### config.mk
export PLATFORM = sky130hd
export DESIGN_NAME = shift_issue_stage
export DESIGN_NICKNAME = d
export VERILOG_FILES = /design/src/rtl/shift_issue_stage.sv
export SDC_FILE = /design/constraint.sdc
export NUM_CORES = 1
export LEC_CHECK = 0
export ABC_AREA = 1
export CAP_MARGIN = 20
export CELL_PAD_IN_SITES_DETAIL_PLACEMENT = 1
export CELL_PAD_IN_SITES_GLOBAL_PLACEMENT = 1
export CORE_ASPECT_RATIO = 1.2
export CORE_MARGIN = 2
export CORE_UTILIZATION = 38
export DETAILED_ROUTE_END_ITERATION = 7
export PLACE_DENSITY = 0.85
export SLEW_MARGIN = 15
export SYNTH_ARGS = -nofsm -noshare
export SYNTH_HDL_FRONTEND = slang
export SYNTH_SLANG_ARGS = --single-unit
### constraint.sdc
create_clock -name clk -period 4.3 [get_ports clk]
set_clock_uncertainty 0.1 [all_clocks]
set_input_delay 1.29 -clock clk [delete_from_list [all_inputs] [get_ports clk]]
set_output_delay 1.29 -clock clk [all_outputs]
set_load 0.02 [all_outputs]
### src/rtl/shift_issue_stage.sv
// Registered valid/ready issue stage feeding the 32-bit shifter, with a 2-entry skid buffer.
// Optional perf counters (perf_issued, perf_stall) are built when SHIFT_ISSUE_PERF_EN is defined.
//
// occupancy (m_valid,s_valid) | meaning
// 00                          | empty, accepting
// 10                          | one op presented to the shifter, accepting
// 11                          | M presented, S holds the next op, in_ready low
module shift_issue_stage #(
   parameter int TAG_W  = 5,
   parameter int DATA_W = 32
) (
   input  logic              clk,
   input  logic              rst,
   input  logic              flush,
   input  logic              in_valid,
   output logic              in_ready,
   input  logic [DATA_W-1:0] in_data,
   input  logic [31:0]       in_rs2,
   input  logic [4:0]        in_shamt,
   input  logic [2:0]        in_func,
   input  logic [TAG_W-1:0]  in_tag,
   output logic              out_valid,
   input  logic              out_ready,
   output logic [DATA_W-1:0] out_data,
   output logic [31:0]       out_rs2,
   output logic [4:0]        out_shamt,
   output logic [2:0]        out_func,
   output logic [TAG_W-1:0]  out_tag,
`ifdef SHIFT_ISSUE_PERF_EN
   output logic              out_illegal,
   output logic [31:0]       perf_issued,
   output logic [31:0]       perf_stall
`else
   output logic              out_illegal
`endif
);

   localparam int PW = DATA_W + 32 + 5 + 3 + TAG_W;

   logic          m_valid;
   logic          s_valid;
   logic [PW-1:0] m_pay;
   logic [PW-1:0] s_pay;
   logic [PW-1:0] in_pay;
   logic          accept;
   logic          deliver;

   assign in_pay   = {in_data, in_rs2, in_shamt, in_func, in_tag};
   // in_ready comes straight from the skid flop, so out_ready never reaches decode combinationally
   assign in_ready = ~s_valid;
   assign accept   = in_valid & in_ready;
   assign deliver  = m_valid & out_ready;

   always_ff @(posedge clk) begin
      if (rst) begin
         m_valid <= 1'b0;
         s_valid <= 1'b0;
         m_pay   <= '0;
         s_pay   <= '0;
      end else if (flush) begin
         m_valid <= 1'b0;
         s_valid <= 1'b0;
      end else if (!m_valid || deliver) begin
         if (s_valid) begin
            m_pay   <= s_pay;
            m_valid <= 1'b1;
            s_valid <= 1'b0;
         end else if (accept) begin
            m_pay   <= in_pay;
            m_valid <= 1'b1;
         end else begin
            m_valid <= 1'b0;
         end
      end else if (accept) begin
         s_pay   <= in_pay;
         s_valid <= 1'b1;
      end
   end

   assign out_valid = m_valid;
   assign {out_data, out_rs2, out_shamt, out_func, out_tag} = m_pay;
   // func codes 1xx are illegal; the op still flows so writeback can suppress it
   assign out_illegal = m_pay[TAG_W+2];

`ifdef SHIFT_ISSUE_PERF_EN
   always_ff @(posedge clk) begin
      if (rst) begin
         perf_issued <= '0;
         perf_stall  <= '0;
      end else begin
         if (deliver)
            perf_issued <= perf_issued + 32'd1;
         if (m_valid && !out_ready)
            perf_stall <= perf_stall + 32'd1;
      end
   end
`endif

endmodule

[After elaboration in Yosys (flattened, before gate mapping)]
Cells that the tools add are included.
Operators by class
  multiplexer cells: 4
  reductions and logical operators: 7
  bitwise gates (word level): 5
Operator list (number)
  $mux 77: 2
  $reduce_and 3->1: 2
  $not 1->1: 3
  $reduce_or 3->1: 1
  $and 1x1->1: 2
  $mux 1: 2
  $reduce_bool 2->1: 1
  $reduce_or 2->1: 1
  $logic_not 1->1: 1
  $logic_or 1x1->1: 1
Word-level totals
  output and inout port bits: 80
  register bits after elaboration: 156

[Logic depth before layout (Yosys ltp)]
Gate-level depths: netlist (run 1).
  depth in word-level cells: 4
  gate-level depth with buffers: 9
  mapped depth without buffers: 6

[Worst setup path before layout (run 1)]
OpenSTA, ideal clock, no wires.
  path type: in2reg
  start: input port in_valid
  end: register m_pay[50]
  setup time: 113 ps
  arrival: 2142 ps
  slack: 1945 ps
  required time: 4087 ps
  stages: 9
  cell sequence: buf_2 inv_1 nand2_1 nand3_1 buf_4 buf_6 buf_4 nor2_1 nor2_1
On the way
  cells in the longest elaborated chain, start to end: 3
Ends and longest elaborated chain
  start, declared: RTL line 15  | input logic in_valid,
  $and 1x1->1: RTL line 51  | assign accept = in_valid & in_ready;
  $reduce_bool 2->1 (no source line)
  $reduce_and 3->1 (no source line)
  end signal, assigned: RTL line 65  | m_pay <= s_pay;
  end signal, assigned: RTL line 69  | m_pay <= in_pay;
  end, declared: RTL line 42  | logic [PW-1:0] m_pay;
Every way passes these cells.
A chain may end at the register's enable or synchronous reset.

[Worst setup path after layout (run 1)]
  start: register s_valid
  end: output port in_ready
On the way
  cells in the longest elaborated chain, start to end: 1
Ends and longest elaborated chain
  start, declared: RTL line 41  | logic s_valid;
  start signal, assigned: RTL line 57  | s_valid <= 1'b0;
  start signal, assigned: RTL line 62  | s_valid <= 1'b0;
  start signal, assigned: RTL line 67  | s_valid <= 1'b0;
  $not 1->1: RTL line 50  | assign in_ready = ~s_valid;
  end, declared: RTL line 16  | output logic in_ready,
Every way passes these cells.

==> flow_metrics.env, run 1 <==
export IMPL_grt_usage_pct=21.7
export IMPL_die_area_sq_mm=0.0206
export IMPL_min_from="s_pay[72]"
export IMPL_ys_types=15
export IMPL_post_cts_setup_buffer_count=0
export IMPL_ys_seq_elements=156
export IMPL_p_seq_share_pct=42.5
export IMPL_wl_per_cell_microns=14.1
export IMPL_port_buffers=161
export IMPL_yosysWarnings=0
export IMPL_areaGrowthSynthToFinish_pct=31.1
export IMPL_root_buffer="clkbuf_16"
export IMPL_setup_viol=0
export IMPL_antenna_left=0
export IMPL_p_switching_uw=957
export IMPL_start_util_pct=39.0
export IMPL_grt_first_pass_wirelength_microns=36500
export IMPL_report_final_slew_viol_count=0
export IMPL_peakVddDrop_mv=0.271
export IMPL_tightest_slew_ns=0.933
export IMPL_worstSetupPathType="reg -> out"
export IMPL_outcome="finished clean"
export IMPL_cts_sinks=156
export IMPL_clockBufferDepth=2
export IMPL_slew_headroom_pct=37.8
export IMPL_final_period_utilization_pct=70.2
export IMPL_ys_seq_area_share_pct=42.3
export IMPL_arrival_ns=1.63
export IMPL_swShare_pct=26.3
export IMPL_cts_resized=0
export IMPL_syn_area_sq_mm=0.00738
export IMPL_grt_pass1_vias=7599
export IMPL_dr_pass1_iters=4
export IMPL_avgSynthCellArea_sq_um=6.25
export IMPL_tns_ns=0
export IMPL_dp_final_hpwl_microns=13300
export IMPL_end_kind="primary output"
export IMPL_timing_hold_ws_ns=0.381
export IMPL_worstPathRequired_ns=2.91
export IMPL_fin_nets=1373
export IMPL_pwr_share_clk_pct=42.6
export IMPL_ios=162
export IMPL_crit_path_max_fanout=40
export IMPL_clk_latency_ns=0.42
export IMPL_antenna_found_initial=1
export IMPL_drive_gt1_share_pct=3.91
export IMPL_synth_cells=1182
export IMPL_power_total_uw=3640
export IMPL_die_h_microns=157
export IMPL_hold_depth=2
export IMPL_clk_pin_slew_worst_paths_ns=0.06
export IMPL_power_density_mw_per_mm2=376
export IMPL_startpoint_type="flip-flop"
export IMPL_cts_buffers=17
export IMPL_grt_ovfl_total=0
export IMPL_rr_worst_depth=7
export IMPL_p_int_uw=2690
export IMPL_final_util_pct=51.2
export IMPL_dieWidth_microns=131
export IMPL_drc=0
export IMPL_leakagePower_uw=0.00441
export IMPL_hold_path_class="reg -> reg"
export IMPL_drv_cap=0
export IMPL_crit_path_start="s_valid"
export IMPL_routed_wl_microns=21900
export IMPL_finalHoldViolCount=0
export IMPL_vias=7487
export IMPL_synthesis_nets=1264
export IMPL_fmax_mhz=331
export IMPL_rsz0062_at_grt="no"
export IMPL_htree_levels=4
export IMPL_combPwrFrac_pct=14.9
export IMPL_placementRows=55
export IMPL_holdBufCountCts=0
export IMPL_r2r_start="s_valid"
export IMPL_coreArea_sq_mm=0.0189
export IMPL_gp_congestion=0.726
export IMPL_period_minus_slack_ns=3.02
export IMPL_grt_max_degree=118
export IMPL_via_per_inst=4.80
export IMPL_fillCellCount=2531
export IMPL_first_iter_violations=363
export IMPL_cts_tree="done"
-- worst max-delay path, cell delays in order, from the launching register on --
cell             delay, ns
dfxtp_4               0.59
inv_2                 0.06
clkdlybuf4s50_1       0.55
-- flip-flops by register name, indices dropped and copies added (netlist names) --
signal and count:
m_pay 77, s_pay 77, out_valid 1, s_valid 1
-- Yosys cell counts --
master | instances | area, sq um
nand2_1 | 314 | 1180
buf_6 | 7 | 78.8
buf_4 | 7 | 52.6
o21ai_1 | 17 | 85.1
inv_1 | 158 | 593
buf_2 | 29 | 145
nand3_1 | 1 | 5.00
clkbuf_1 | 25 | 93.8
buf_1 | 16 | 60.1
dfxtp_1 | 156 | 3120
inv_2 | 2 | 7.51
nor2_1 | 311 | 1170
o21ai_0 | 60 | 300
nand4_1 | 77 | 482
nor2_2 | 2 | 12.5
-- layout make-up --
type	instances	area, sq um	area share (%)
multi-input combinational	782	3260	33.7
timing repair buffer	174	1770	18.2
inverter	160	603	6.23
antenna	1	2.50	0.0258
tap	256	320	3.31
clock inverter	11	144	1.49
clock buffer	20	457	4.72
sequential	156	3130	32.3
-- metrics by stage --
stage	setup WS (ns)	instances	area (sq um)
floorplan	1.95	1182	7380
global route	1.19	1559	9680
global placement	0.947	1527	9060
CTS	1.26	1558	9660
finish	1.28	1560	9680
detailed placement	0.879	1527	9060
-- cell families (layout without fill, tap and decap cells) --
logic type	Yosys count	count (layout)	synth area share, %
AND/OR/NAND/NOR	705	705	38.5
buffers and inverters	244	365	14.0
other	0	1	0
AO/OA/AOI/OAI	77	77	5.22
flip-flops	156	156	42.3
-- routing by layer --
layer / global-route usage, % / wire, microns / vias up
met2: 39.1 / 10900 / 132
met3: 4.24 / 781 / 27
li1: - / - / 3778
met4: 6.73 / 344 / 0
met1: 26.2 / 9890 / 3550
met5: 0 / 0 / -
-- worst paths after layout --
kind | endpoint | slack (ns)
hold / removal | s_pay[72] | 0.38
hold reg to reg | s_pay[72] | 0.38
setup reg to reg | s_pay[3] | 1.65
setup / recovery | in_ready | 1.28
-- placed cells by master (no fill, tap or decap) --
master,n
nand2_1,314
clkbuf_8,2
nand3_4,1
o21ai_1,17
nor2_1,310
inv_1,158
nand4_1,77
clkinv_4,3
nor2_4,3
clkdlybuf4s50_1,160
o21ai_0,60
clkbuf_1,1
inv_4,1
clkinv_2,4
dfxtp_4,1
inv_2,1
bufinv_16,3
buf_2,1
dfxtp_1,155
diode_2,1
clkinvlp_4,1
buf_12,5
buf_4,8
clkbuf_16,17
-- power groups by stage --
stage,Combinational (uW),Clock (uW),Sequential (uW)
final,544,1550,1550
after global routing,603,1640,1550
after CTS,551,1580,1550
after detailed placement,544,0,1580
after global placement,532,0,1580
after floorplan,239,0,1640
Power figures use the tool's default switching activity.
==> run 2, diff against run 1 <==
--- a/config.mk
+++ b/config.mk
@@ -11,9 +11,9 @@
 export CELL_PAD_IN_SITES_GLOBAL_PLACEMENT = 1
 export CORE_ASPECT_RATIO = 1.2
 export CORE_MARGIN = 2
-export CORE_UTILIZATION = 38
+export CORE_UTILIZATION = 32
 export DETAILED_ROUTE_END_ITERATION = 7
-export PLACE_DENSITY = 0.85
+export PLACE_DENSITY = 0.76
 export SLEW_MARGIN = 15
 export SYNTH_ARGS = -nofsm -noshare
 export SYNTH_HDL_FRONTEND = slang
==> constraint.sdc (replaced) <==
create_clock -name clk -period 2.7 [get_ports clk]
set_clock_uncertainty 0.1 [all_clocks]
set_input_delay 0.81 -clock clk [delete_from_list [all_inputs] [get_ports clk]]
set_output_delay 0.81 -clock clk [all_outputs]
set_load 0.02 [all_outputs]
==> run 2 against run 1 <==
Effect of this change: clock-buffer cell count stayed put; worst setup slack worse by 1.1 ns; combinational power is 61% higher.
==> flow_metrics.env, run 2 (synthesis gave the netlist of run 1 again) <==
export IMPL_final_common_cell="nand2_1"
export IMPL_place_area_sq_mm=0.00920
export IMPL_antenna_found_initial=1
export IMPL_root_buffer="clkbuf_16"
export IMPL_rsz0062_at_grt="no"
export IMPL_clockBufferDepth=2
export IMPL_clk_pin_slew_worst_paths_ns=0.06
export IMPL_worstPathRequired_ns=1.79
export IMPL_cpMaxStageDelayCell="clkdlybuf4s50_1"
export IMPL_drc=0
export IMPL_grt_pass1_vias=7631
export IMPL_grt_ovfl_total=0
export IMPL_fillCellCount=2917
export IMPL_die_h_microns=170
export IMPL_setup_viol=0
export IMPL_vias=7436
export IMPL_placementRows=60
export IMPL_hold_path_class="reg -> reg"
export IMPL_wl_per_cell_microns=13.9
export IMPL_swShare_pct=26.2
export IMPL_coreArea_sq_mm=0.0225
export IMPL_slew_headroom_pct=57.3
export IMPL_power_density_mw_per_mm2=605
export IMPL_arrival_ns=1.64
export IMPL_top_layer_used="met5"
export IMPL_drive_gt1_share_pct=4.57
export IMPL_grt_max_degree=89
export IMPL_p_switching_uw=1560
export IMPL_drv_cap=0
export IMPL_period_minus_slack_ns=2.55
export IMPL_dr_pass1_iters=4
export IMPL_pwr_share_clk_pct=44.0
export IMPL_cts_tree="done"
export IMPL_crit_family="buffers and inverters"
export IMPL_p_int_uw=4400
export IMPL_gp_congestion=0.733
export IMPL_multiInputGateArea_sq_mm=0.00326
export IMPL_holdBufCountCts=0
export IMPL_cts_buffers=17
export IMPL_setup_slack_ns=0.148
export IMPL_outcome="finished clean"
export IMPL_seqCellArea_sq_mm=0.00313
export IMPL_dp_final_hpwl_microns=14000
export IMPL_fin_area_sq_mm=0.00986
export IMPL_tightest_slew_ns=0.641
export IMPL_grt_first_pass_wirelength_microns=36800
export IMPL_routed_wl_met3_microns=798
export IMPL_grt_usage_pct=18.8
export IMPL_cts_sinks=156
export IMPL_dieWidth_microns=143
export IMPL_crit_buf_inv=2
export IMPL_via_per_inst=4.67
export IMPL_antenna_left=0
export IMPL_peakVddDrop_mv=0.413
export IMPL_port_buffers=161
export IMPL_first_iter_violations=311
export IMPL_report_final_slew_viol_count=0
export IMPL_crit_path_start="s_valid"
export IMPL_startpoint_type="flip-flop"
export IMPL_p_seq_share_pct=41.3
export IMPL_diodes=0
export IMPL_ios=162
export IMPL_tns_ns=0
export IMPL_combPwrFrac_pct=14.7
export IMPL_reg_largest_list="m_pay (77), s_pay (77)"
export IMPL_crit_path_max_fanout=24
export IMPL_r2r_start="s_valid"
export IMPL_clk_latency_ns=0.42
export IMPL_worstSetupPathType="reg -> out"
export IMPL_areaGrowthSynthToFinish_pct=33.6
export IMPL_leakagePower_uw=0.00449
export IMPL_routed_wl_microns=22100
export IMPL_most_common_layout_cells="nand2_1, nor2_1, clkdlybuf4s50_1"
export IMPL_die_area_sq_mm=0.0243
export IMPL_min_from="s_pay[9]"
export IMPL_finalHoldViolCount=0
export IMPL_wirelength_met1_microns=10200
export IMPL_power_total_uw=5960
export IMPL_dr_wl_met2_microns=10700
export IMPL_end_kind="primary output"
export IMPL_final_period_utilization_pct=94.5
export IMPL_cpPeakStageDelay_ns=0.59
export IMPL_dp_slack_ns=0.239
export IMPL_fmax_mhz=392
export IMPL_htree_levels=4
export IMPL_start_util_pct=32.8
export IMPL_fin_nets=1381
export IMPL_worstPathCellList="inv_2, clkdlybuf4s50_1"
run 2: power groups by stage:
stage          clock network, uW  logic [uW]  registers, uW
2_1_floorplan                  0         380           2600
3_3_place_gp                   0         864           2510
3_5_place_dp                   0         884           2520
4_1_cts                     2700         891           2460
5_1_grt                     2780         980           2470
6_report                    2630         876           2460
run 2: layout make-up:
class | count | area share, %
clock buffer | 20 | 4.63
clock inverter | 12 | 1.85
inverter | 160 | 6.11
multi-input combinational | 782 | 33.1
sequential | 156 | 31.7
tap | 279 | 3.54
timing repair buffer | 182 | 19.1
run 2: tightest hold or removal path: stages, from the launching register on:
cell	delay, ns
dfxtp_1	0.32
nor2_1	0.05
nor2_1	0.08
run 2: path summary, 6_finish.rpt:
check | slack [ns] | to | cells past startpoint
setup / recovery | 0.15 | in_ready | 2
hold / removal | 0.38 | s_pay[9] | 2
setup reg to reg | 0.68 | s_pay[42] | 7
hold reg to reg | 0.38 | s_pay[9] | 2
run 2: routing by layer:
| layer | up-vias | global-route usage [%] |
|---|---|---|
| met5 | - | 0 |
| li1 | 3801 | - |
| met2 | 122 | 32.8 |
| met3 | 26 | 3.55 |
| met4 | 2 | 6.37 |
| met1 | 3485 | 23.0 |
run 2: metrics by stage:
| stage | util (%) | instances | hold WS [ns] |
|---|---|---|---|
| floorplan | - | 1182 | 0.355 |
| global placement | 40.8 | 1558 | 0.361 |
| detailed placement | 40.8 | 1558 | 0.373 |
| CTS | 43.7 | 1590 | 0.388 |
| global route | 43.8 | 1591 | 0.404 |
| finish | 43.8 | 1591 | 0.384 |
run 2: what timing repair did:
item	CTS	global route
resized for setup	0	0
buffers inserted	0	1
hold endpoints to repair	0	0
setup endpoints to repair	0	1
==> run 3, diff against run 2 <==
--- a/config.mk
+++ b/config.mk
@@ -12,6 +12,7 @@
 export CORE_ASPECT_RATIO = 1.2
 export CORE_MARGIN = 2
 export CORE_UTILIZATION = 32
+export CTS_BUF_LIST = sky130_fd_sc_hd__clkbuf_4
 export DETAILED_ROUTE_END_ITERATION = 7
 export PLACE_DENSITY = 0.76
 export SLEW_MARGIN = 15
==> run 3 against run 2 <==
Effect of this change: clock-buffer cell count fell by 2; utilization fell by 1.3 points; first-iteration DRC count fell by 3.5%; sequential power about the same; worst hold slack better by 0.0092 ns; global-route usage about the same; critical path type unchanged; largest cell class unchanged.
==> flow_metrics.env, run 3 (synthesis gave the netlist of run 1 again) <==
export IMPL_cts_buffers=17
export IMPL_areaGrowthSynthToFinish_pct=29.5
export IMPL_fmax_mhz=399
export IMPL_drive_gt1_share_pct=4.57
export IMPL_dp_final_hpwl_microns=14000
export IMPL_cts_tree="done"
export IMPL_dp_slack_ns=0.239
export IMPL_crit_buf_inv=1
export IMPL_hold_path_class="reg -> reg"
export IMPL_cpMaxStageDelayCell="clkdlybuf4s50_1"
export IMPL_htree_levels=4
export IMPL_antenna_left=0
export IMPL_crit_path_max_fanout=3
export IMPL_grt_pass1_vias=7568
export IMPL_grt_max_degree=89
export IMPL_first_iter_violations=300
export IMPL_setup_slack_ns=0.195
export IMPL_arrival_ns=1.60
export IMPL_routed_wl_microns=21900
export IMPL_placementRows=60
export IMPL_final_period_utilization_pct=92.8
export IMPL_end_kind="primary output"
export IMPL_startpoint_type="flip-flop"
export IMPL_drv_cap=0
export IMPL_holdBufCountCts=0
export IMPL_start_util_pct=32.8
export IMPL_tightest_slew_ns=0.631
export IMPL_worstSetupPathType="reg -> out"
export IMPL_setup_viol=0
export IMPL_crit_family="buffers and inverters"
export IMPL_most_common_layout_cells="nand2_1, nor2_1, clkdlybuf4s50_1"
export IMPL_port_buffers=161
export IMPL_worstPathCellList="clkdlybuf4s50_1"
export IMPL_rsz0062_at_grt="no"
export IMPL_final_common_cell="nand2_1"
export IMPL_slew_headroom_pct=57.9
export IMPL_wl_per_cell_microns=13.8
export IMPL_ios=162
export IMPL_clockBufferDepth=2
export IMPL_grt_ovfl_total=0
export IMPL_drc=0
export IMPL_vias=7409
export IMPL_outcome="finished clean"
export IMPL_die_h_microns=170
export IMPL_peakVddDrop_mv=0.215
export IMPL_die_area_sq_mm=0.0243
export IMPL_gp_congestion=0.733
export IMPL_grt_usage_pct=18.7
export IMPL_tns_ns=0
export IMPL_grt_first_pass_wirelength_microns=36700
export IMPL_dieWidth_microns=143
export IMPL_coreArea_sq_mm=0.0225
export IMPL_root_buffer="clkbuf_4"
export IMPL_final_util_pct=42.5
export IMPL_power_density_mw_per_mm2=522
export IMPL_clk_latency_ns=0.56
export IMPL_cts_sinks=156
export IMPL_dr_pass1_iters=4
export IMPL_antenna_found_initial=3
export IMPL_report_final_slew_viol_count=0
export IMPL_cpPeakStageDelay_ns=0.66
export IMPL_reg_largest_list="m_pay (77), s_pay (77)"
export IMPL_fin_nets=1382
export IMPL_worstPathRequired_ns=1.79
export IMPL_via_per_inst=4.65
export IMPL_period_minus_slack_ns=2.51
export IMPL_leakagePower_uw=0.00435
export IMPL_clk_pin_slew_worst_paths_ns=0.12
export IMPL_finalHoldViolCount=0
==> run 3: cell count changes in the layout (fill, tap and decap cells not counted), sizes merged <==
| cell | change |
|---|---|
| buf | +1 |
| clkbuf | -2 |
| clkdlybuf4s50 | -1 |
| clkinv | +2 |
| diode | +1 |
| dlygate4sd2 | +1 |
==> run 3: worst paths after layout <==
check / from / to / slack [ns] / cells after the start
worst min-delay path: s_pay[48] / s_pay[48] / 0.39 / 2
worst max register to register: s_valid / s_pay[41] / 0.79 / 7
worst max-delay path: out_valid / out_valid / 0.19 / 1
worst min register to register: s_pay[48] / s_pay[48] / 0.39 / 2
==> run 3: metrics by stage <==
stage / hold slack (ns) / power, uW / instance area, sq um / cells
after floorplan: 0.355 / 2990 / 7380 / 1182
after global placement: 0.361 / 3380 / 9200 / 1558
after detailed placement: 0.373 / 3400 / 9200 / 1558
after CTS: 0.397 / 5070 / 9560 / 1592
after global routing: 0.417 / 5250 / 9560 / 1593
final: 0.393 / 4990 / 9560 / 1593
==> run 3: area by class of cell <==
class,count,area (sq um)
Timing Repair Buffer,183,1890
Sequential cell,156,3130
Fill cell,2938,13000
Antenna cell,1,2.50
Inverter,160,603
Tap cell,279,349
Clock buffer,18,135
Multi-Input combinational cell,782,3260
Clock inverter,14,190
==> run 3: repair_timing <==
action | in CTS | in global routing
buffers inserted | 2 | 0
resized for setup | 1 | 0
setup endpoints to repair | 1 | 0
==> run 3: per-layer routing <==
| layer | up-vias | GRT usage [%] | share of wire [%] |
|---|---|---|---|
| met5 | - | 0 | 0.12 |
| met4 | 4 | 4.95 | 1.1 |
| met3 | 21 | 4.25 | 4.2 |
| met2 | 124 | 33.0 | 48 |
| met1 | 3460 | 22.9 | 46 |
| li1 | 3800 | - | - |
==> run 3: report_power, final <==
| part | total [uW] | leakage (uW) | switching (uW) | internal, uW |
|---|---|---|---|---|
| Combinational | 875 | 0.00290 | 487 | 388 |
| Clock | 1650 | 0.000176 | 901 | 750 |
| Sequential | 2460 | 0.00127 | 58.0 | 2400 |
